`src/rtl/mem_arbiter_rr.sv`:
```
// Round-robin arbiter that merges the cpu instruction and data ports onto one memory port.
// Each port has a one-entry holding register. A watchdog turns a missing response into a bus error.

package mem_arbiter_rr_pkg;
  localparam int unsigned addr_width = 32;
  localparam int unsigned data_width = 32;
  localparam int unsigned strb_width = 4;

  typedef struct packed {
    logic                  mem_valid;
    logic                  mem_instr;
    logic [addr_width-1:0] mem_addr;
    logic [data_width-1:0] mem_wdata;
    logic [strb_width-1:0] mem_wstrb;
  } mem_in_type;

  typedef struct packed {
    logic                  mem_ready;
    logic                  mem_error;
    logic [data_width-1:0] mem_rdata;
  } mem_out_type;

  localparam mem_in_type  init_mem_in  = '0;
  localparam mem_out_type init_mem_out = '0;
endpackage

module mem_arbiter_rr
  import mem_arbiter_rr_pkg::*;
#(
  parameter int unsigned timeout_cycles = 1023,
  parameter int unsigned cnt_width      = 10
) (
  input  logic        clock,
  input  logic        reset,
  input  mem_in_type  imem_in,
  output mem_out_type imem_out,
  input  mem_in_type  dmem_in,
  output mem_out_type dmem_out,
  output mem_in_type  mem_in,
  input  mem_out_type mem_out
);

  typedef enum logic [1:0] {st_idle, st_busy_i, st_busy_d} state_t;
  typedef enum logic {port_instr, port_data} port_t;

  state_t               state;
  state_t               state_nxt;
  port_t                last_grant;
  mem_in_type           pend_i;
  mem_in_type           pend_d;
  logic [cnt_width-1:0] wd;
  logic                 grant_i;
  logic                 grant_d;
  logic                 expired;
  logic                 done;
  mem_out_type          resp;

  // Grant selection, response routing and watchdog expiry; a pending entry is marked by its stored mem_valid.
  always_comb begin
    state_nxt = state;
    grant_i   = 1'b0;
    grant_d   = 1'b0;
    done      = 1'b0;
    resp      = init_mem_out;
    imem_out  = init_mem_out;
    dmem_out  = init_mem_out;
    expired   = (timeout_cycles != 0) && (wd == cnt_width'(timeout_cycles));

    case (state)
      st_idle: begin
        if (pend_i.mem_valid && pend_d.mem_valid) begin
          if (last_grant == port_instr) grant_d = 1'b1;
          else                          grant_i = 1'b1;
        end else if (pend_i.mem_valid) begin
          grant_i = 1'b1;
        end else if (pend_d.mem_valid) begin
          grant_d = 1'b1;
        end
        if (grant_i) state_nxt = st_busy_i;
        if (grant_d) state_nxt = st_busy_d;
      end
      st_busy_i, st_busy_d: begin
        // A real response takes precedence over a watchdog expiry in the same cycle.
        if (mem_out.mem_ready) begin
          resp = mem_out;
          done = 1'b1;
        end else if (expired) begin
          resp.mem_ready = 1'b1;
          resp.mem_error = 1'b1;
          done           = 1'b1;
        end
        if (done) state_nxt = st_idle;
        if (state == st_busy_i) imem_out = resp;
        else                    dmem_out = resp;
      end
      default: state_nxt = st_idle;
    endcase
  end

  // State, holding registers, issued request and watchdog.
  always_ff @(posedge clock or negedge reset) begin
    if (!reset) begin
      state      <= st_idle;
      last_grant <= port_instr;
      pend_i     <= init_mem_in;
      pend_d     <= init_mem_in;
      wd         <= '0;
      mem_in     <= init_mem_in;
    end else begin
      state <= state_nxt;

      if (grant_i)
        pend_i <= init_mem_in;
      else if (imem_in.mem_valid && !pend_i.mem_valid)
        pend_i <= imem_in;

      if (grant_d)
        pend_d <= init_mem_in;
      else if (dmem_in.mem_valid && !pend_d.mem_valid)
        pend_d <= dmem_in;

      if (grant_i) begin
        mem_in     <= pend_i;
        last_grant <= port_instr;
        wd         <= '0;
      end else if (grant_d) begin
        mem_in     <= pend_d;
        last_grant <= port_data;
        wd         <= '0;
      end else begin
        // Address/data stay on the bus after issue; only the valid strobe drops.
        mem_in.mem_valid <= 1'b0;
        if (state != st_idle) wd <= wd + cnt_width'(1);
      end
    end
  end

endmodule

```
`config.mk`:
```
export PLATFORM = sky130hd
export DESIGN_NAME = mem_arbiter_rr
export DESIGN_NICKNAME = d
export VERILOG_FILES = /design/src/rtl/mem_arbiter_rr.sv
export SDC_FILE = /design/constraint.sdc
export NUM_CORES = 1
export LEC_CHECK = 0
export BUFFER_PORTS_ARGS = -buffer_cell sky130_fd_sc_hd__buf_2
export CAP_MARGIN = 20
export CORE_ASPECT_RATIO = 2
export CORE_MARGIN = 1.5
export CORE_UTILIZATION = 46
export CTS_BUF_LIST = sky130_fd_sc_hd__clkbuf_4 sky130_fd_sc_hd__clkbuf_8 sky130_fd_sc_hd__clkbuf_16
export DETAILED_ROUTE_END_ITERATION = 8
export PLACE_DENSITY = 0.8
export RECOVER_POWER = 25
export SLEW_MARGIN = 25
export SYNTH_ARGS = -nofsm -noshare
export SYNTH_HDL_FRONTEND = slang
export SYNTH_SLANG_ARGS = --single-unit
```
`constraint.sdc`:
```
create_clock -name clock -period 1.7 [get_ports clock]
set_input_delay 0.255 -clock clock [delete_from_list [all_inputs] [get_ports clock]]
set_output_delay 0.255 -clock clock [all_outputs]
set_load 0.01 [all_outputs]
```
# --- Yosys cells after proc, flatten, opt, wreduce, memory -nomap -nowiden ---
# Index checks and enable logic that the tools add are counted.
word_totals:
  register_bits: 223
  latch_bits: 0
  ram_bits: 0
  rom_bits: 0
  output_inout_bits: 138
  word_cells: 74
  mem_count: 0
op_classes:
  addsub: 1
  mul: 0
  n_div: 0
  magnitude_cmp: 0
  n_eq_ne: 5
  shifts: 0
  mux: 37
  bitwise_logic: 0
  n_reduce_logical: 13
op_table:
  columns: ["cell", "count"]
  rows:
  - ["70-bit 2-to-1 mux", 5]
  - ["34-bit 2-to-1 mux", 4]
  - ["69-bit 2-to-1 mux", 1]
  - ["32-bit 2-to-1 mux", 1]
  - ["10-bit 2-to-1 mux", 3]
  - ["1-bit 2-to-1 mux", 17]
  - ["10-bit by 1-bit adder with 10-bit output (second input constant)", 1]
  - ["10-bit == test (second input constant)", 1]
  - ["2-bit 2-to-1 mux", 5]
  - ["2-bit nonzero test", 4]
  - ["2-bit case mux with 2 select lines", 1]
  - ["1-bit logical AND", 3]
  - ["3-bit != test (second input constant)", 1]
  - ["3-bit nonzero test", 1]
  - ["2-bit by 1-bit == test with 1-bit output (second input constant)", 1]
  - ["2-bit == test (second input constant)", 1]
  - ["1-bit logical NOT", 2]
  - ["2-bit logical NOT", 1]
  - ["2-bit != test (second input constant)", 1]
  - ["2-bit AND reduction", 1]
  - ["2-bit OR reduction", 1]

# --- Logic depth before layout (Yosys ltp) ---
logic_depth:
  ltp_word: 7
  mapped_depth: 7
  mapped_depth_nobuf: 6

# --- Worst setup path after synthesis ---
# OpenSTA, ideal clock, no wires.
synth_path:
  kind: "register -> register"
  startpoint: "register wd[0]"
  endpoint: "register state[1]"
  setup_ns: 0.125
  arrival_time_ns: 1.587
  t_required_ns: 1.575
  slack_ns: -0.011
  stages_incl_launch_ff: 7
  synth_period_minus_slack_ns: 1.711
  cell_sequence: "dfrtp_1 > ha_1 > and4_1 > buf_2 > a41oi_2 > a21oi_1 > mux2_2"
synth_via:
  elab_chain_len: 6
synth_lines:
  columns: ["element", "line", "text"]
  rows:
  - ["start: declaration", "51", "logic [cnt_width-1:0] wd;"]
  - ["start signal: assignment", "133", "if (state != st_idle) wd <= wd + cnt_width'(1);"]
  - ["10-bit == test", "67", "expired = (timeout_cycles != 0) && (wd == cnt_width'(timeout_cycles));"]
  - ["1-bit 2-to-1 mux", "87", "end else if (expired) begin"]
  - ["1-bit 2-to-1 mux", "84", "if (mem_out.mem_ready) begin"]
  - ["1-bit 2-to-1 mux", "69", "case (state)"]
  - ["2-bit != test (no line)", null, null]
  - ["2-bit AND reduction (no line)", null, null]
  - ["end signal: assignment", "103", "state <= st_idle;"]
  - ["end signal: assignment", "110", "state <= state_nxt;"]
  - ["end: declaration", "46", "state_t state;"]
# No other way between the ends. The select of a mux whose other input is x is not followed.
# A chain may end at the register's enable or synchronous reset.

==> impl_metrics.toml <==
[routing]
wire_per_inst_um = 20.49
viasPerCell = 5.677
drt_iter0_drc = 740
drt-pass1-iter-count = 5
finalWirelength_um = 37280
drc = 0
via_count = 10326
ant_nets = 0

[setup_path]
worst_r2r_endpoint = "state[1]$_DFFE_PN0P_"
reg2reg_setup_slack_ns = 0.03
crit_type = "flop to output port"
reg2reg_from = "wd[0]$_DFFE_PN0P_"
critPathRequiredTime_ns = 1.44
cp-end-kind = "output port"
cpPeakStageDelay_ns = 0.40
cp_slowest_cell = "dfrtp_1"
reg2reg_depth = 5
crit_chain = "buf_6, ha_4, nand2b_4, clkbuf_16, nor2_1, buf_2"
worstPathArrival_ns = 1.96
crit_fanout = 8
start_kind = "flop"

[yosys]
synth-main-ff-cell = "dfrtp_1"
synth.mux.area_fraction_pct = 7.383
synth-warning-count = 0
seq_area_frac_synth_pct = 57.07
synth_top_family_by_area = "simple AND/OR/NAND/NOR gates"
synthArstFlopShare_pct = 100.0
synth_edf_count = 0
synthTopCellsByCount = "388 x nand2_1, 223 x dfrtp_1, 141 x a21oi_1"
yosys-top-cells-area = "dfrtp_1 57%, nand2_1 15%, mux2i_1 7.3%"
yosysTopAreaCell = "dfrtp_1"
synth_seq_cells = 223
postSynthNetCount = 1276
synthSimpleGateAreaFrac_pct = 18.72
yosysTopAreaCellShare_pct = 57.07
syn_avg_cell_area_um2 = 8.914
synthAdderAreaFrac_pct = 0.3839
syn_inst = 1097
synth_compound_area_share_pct = 12.31
netlist_area_mm2 = 0.009778
synth-xor-area-share_pct = 0.1791
synth.most_common_cell = "nand2_1"
yosys.cell_types.count = 35

[cells_and_area]
multiInputGateArea_mm2 = 0.004298
syn_to_final_growth_pct = 53.35
ff_latch_area_mm2 = 0.005583
fill_cells = 1335
stdcell_area_mm2 = 0.01499
layout.nets = 1714
drive_above_1_share_pct = 31.91

[sta]
finalClockSkew_ns = 0.01275
hold_violations = 0
rsz0062_at_grt = "yes"
min_period_ns = 2.216
hold_slack_ns = 0.0007261
drv_slew = 0
worst_slack_ns = -0.5159
fin_crit_sh_pct = 130.3
fmaxAchievable_mhz = 451.3
tightest_slew_ns = 1.413
slew_headroom_pct = 5.803
setup_viol = 68

[die]
die_w_um = 106.1
dieArea_mm2 = 0.02219
rows = 75
io_pins = 314
chipHeight_um = 209.2
initial_core_util_pct = 46.73
core_mm2 = 0.02093

[clock_network]
cts_tree = "yes"
clock_sinks = 223
cts_made_buffers = 20
clock_path_buffers = 3
clock-root-buffer = "clkbuf_16"
h-tree-depth = 1
clkTransAtPathRegs_ns = 0.07
clk-insertion-delay-late_ns = 0.51

[placement]
postPlaceCellArea_mm2 = 0.01198
gp_congestion = 0.8560
dpl.hpwl_um = 20190
portBuffers = 313

[global_routing]
antenna_found_initial = 2
gr-total-overflow = 0
grt_pass1_vias = 10432
grt_pass1_wl_um = 53510
grt.total_usage_pct = 31.25
grt_max_degree = 57

[run_status]
violations = "setup timing"
status = "complete, but fails checks"

[power_and_ir_drop]
power.leakage_nw = 7.264
p_per_area_mw_per_mm2 = 1769
ir_drop_uv = 1072

[hold_path]
min_from = "dmem_in[48]"
whs_path_depth = 3
hold_end = "pend_d[48]$_DFFE_PN0P_"
hp-class = "input pin to flop"

[job]
cap_violations = 0
## cell usage in the layout (no fill, tap or decap), drive strengths merged
cell type	count
a211oi	1
a21oi	141
a22o	1
a31oi	3
a41oi	2
and2	1
and3	2
and4	1
buf	371
bufinv	3
clkbuf	35
clkinv	3
clkinvlp	1
dfrtp	223
diode	2
dlygate4sd3	122
ha	3
inv	5
mux2	1
mux2i	71
nand2	388
nand2b	2
nand3	4
nand4	2
nor2	71
nor2b	3
nor3	1
nor4	1
o21ai	80
o2bb2ai	1
o31ai	2
o41ai	1
xnor2	2
## worst max-delay path by stage
stage                               startpoint              endpoint  slack [ns]  depth (start not counted)
after floorplan              wd[0]$_DFFE_PN0P_  state[1]$_DFFE_PN0P_        0.01                          6
after global placement    state[0]$_DFFE_PN0P_     wd[9]$_DFFE_PN0P_        0.04                          5
after detailed placement  state[0]$_DFFE_PN0P_  state[1]$_DFFE_PN0P_        0.02                          6
after CTS                    wd[0]$_DFFE_PN0P_          imem_out[32]       -0.39                          6
after global routing      state[0]$_DFFE_PN0P_           dmem_out[5]       -0.53                          6
final                     state[0]$_DFFE_PN0P_          dmem_out[28]       -0.52                          6
## cell type report
cell class | count | share of cell area, %
inverter | 5 | 0.1252
sequential | 223 | 37.23
clock buffer | 28 | 4.022
clock inverter | 7 | 0.7760
tap | 269 | 2.245
timing repair buffer | 500 | 26.90
multi-input combinational | 785 | 28.66
antenna | 2 | 0.03338
## state kept, by name, summed over array words and instances, names as in the netlist
name and count:
mem_in 70, pend_d 70, pend_i 70, wd 10, state 2, last_grant 1
## where the power goes
part / internal (W) / switching [W] / total, W
Combinational: 0.00534 / 0.00725 / 0.0126
Clock: 0.00294 / 0.00206 / 0.00501
Sequential: 0.00753 / 0.00140 / 0.00893
## logic make-up after synthesis
| kind of cell | Yosys count |
|---|---|
| xor gates and xnor gates | 2 |
| and+or+nand+nor | 476 |
| DFF | 223 |
| buffers and inverters | 89 |
| muxes | 72 |
| AOI/OAI and AO/OA | 232 |
| adders and majority gates | 3 |
## worst max-delay path, delay by kind of cell (launching register included)
family	cells	cell delay, ns
adder cells (fa/ha/maj)	1	0.16
buffers and inverters	3	0.50
flip-flops	1	0.40
AND/OR/NAND/NOR	2	0.37
## what timing repair did
item / 4_1_cts / 5_1_grt
hold endpoints to repair: 162 / 0
gates cloned: 4 / 6
hold buffers: 122 / 0
pin swaps: 12 / 25
buffers inserted: 6 / 7
endpoints found under the setup margin: 68 / 105
resized for setup: 30 / 137
## per-stage QoR
step                      cells  power [W]  setup slack [ns]  util [%]  setup TNS [ns]
after floorplan            1097    0.01471           0.01155         -               0
after global placement     1638    0.01833           0.03943     57.26               0
after detailed placement   1638    0.01872           0.01855     57.26               0
after CTS                  1805    0.02466           -0.3870     67.81          -21.94
after global routing       1819    0.02782           -0.5345     71.65          -39.15
final                      1819    0.02653           -0.5159     71.65          -26.46
## per-layer routing
layer | track usage [%] | share of wire, %
met5 | 0 | 0
met4 | 21.85 | 8.4
met3 | 3.556 | 6.7
met2 | 57.93 | 54
met1 | 31.95 | 31
No activity file was read; power rests on OpenSTA's default activity.
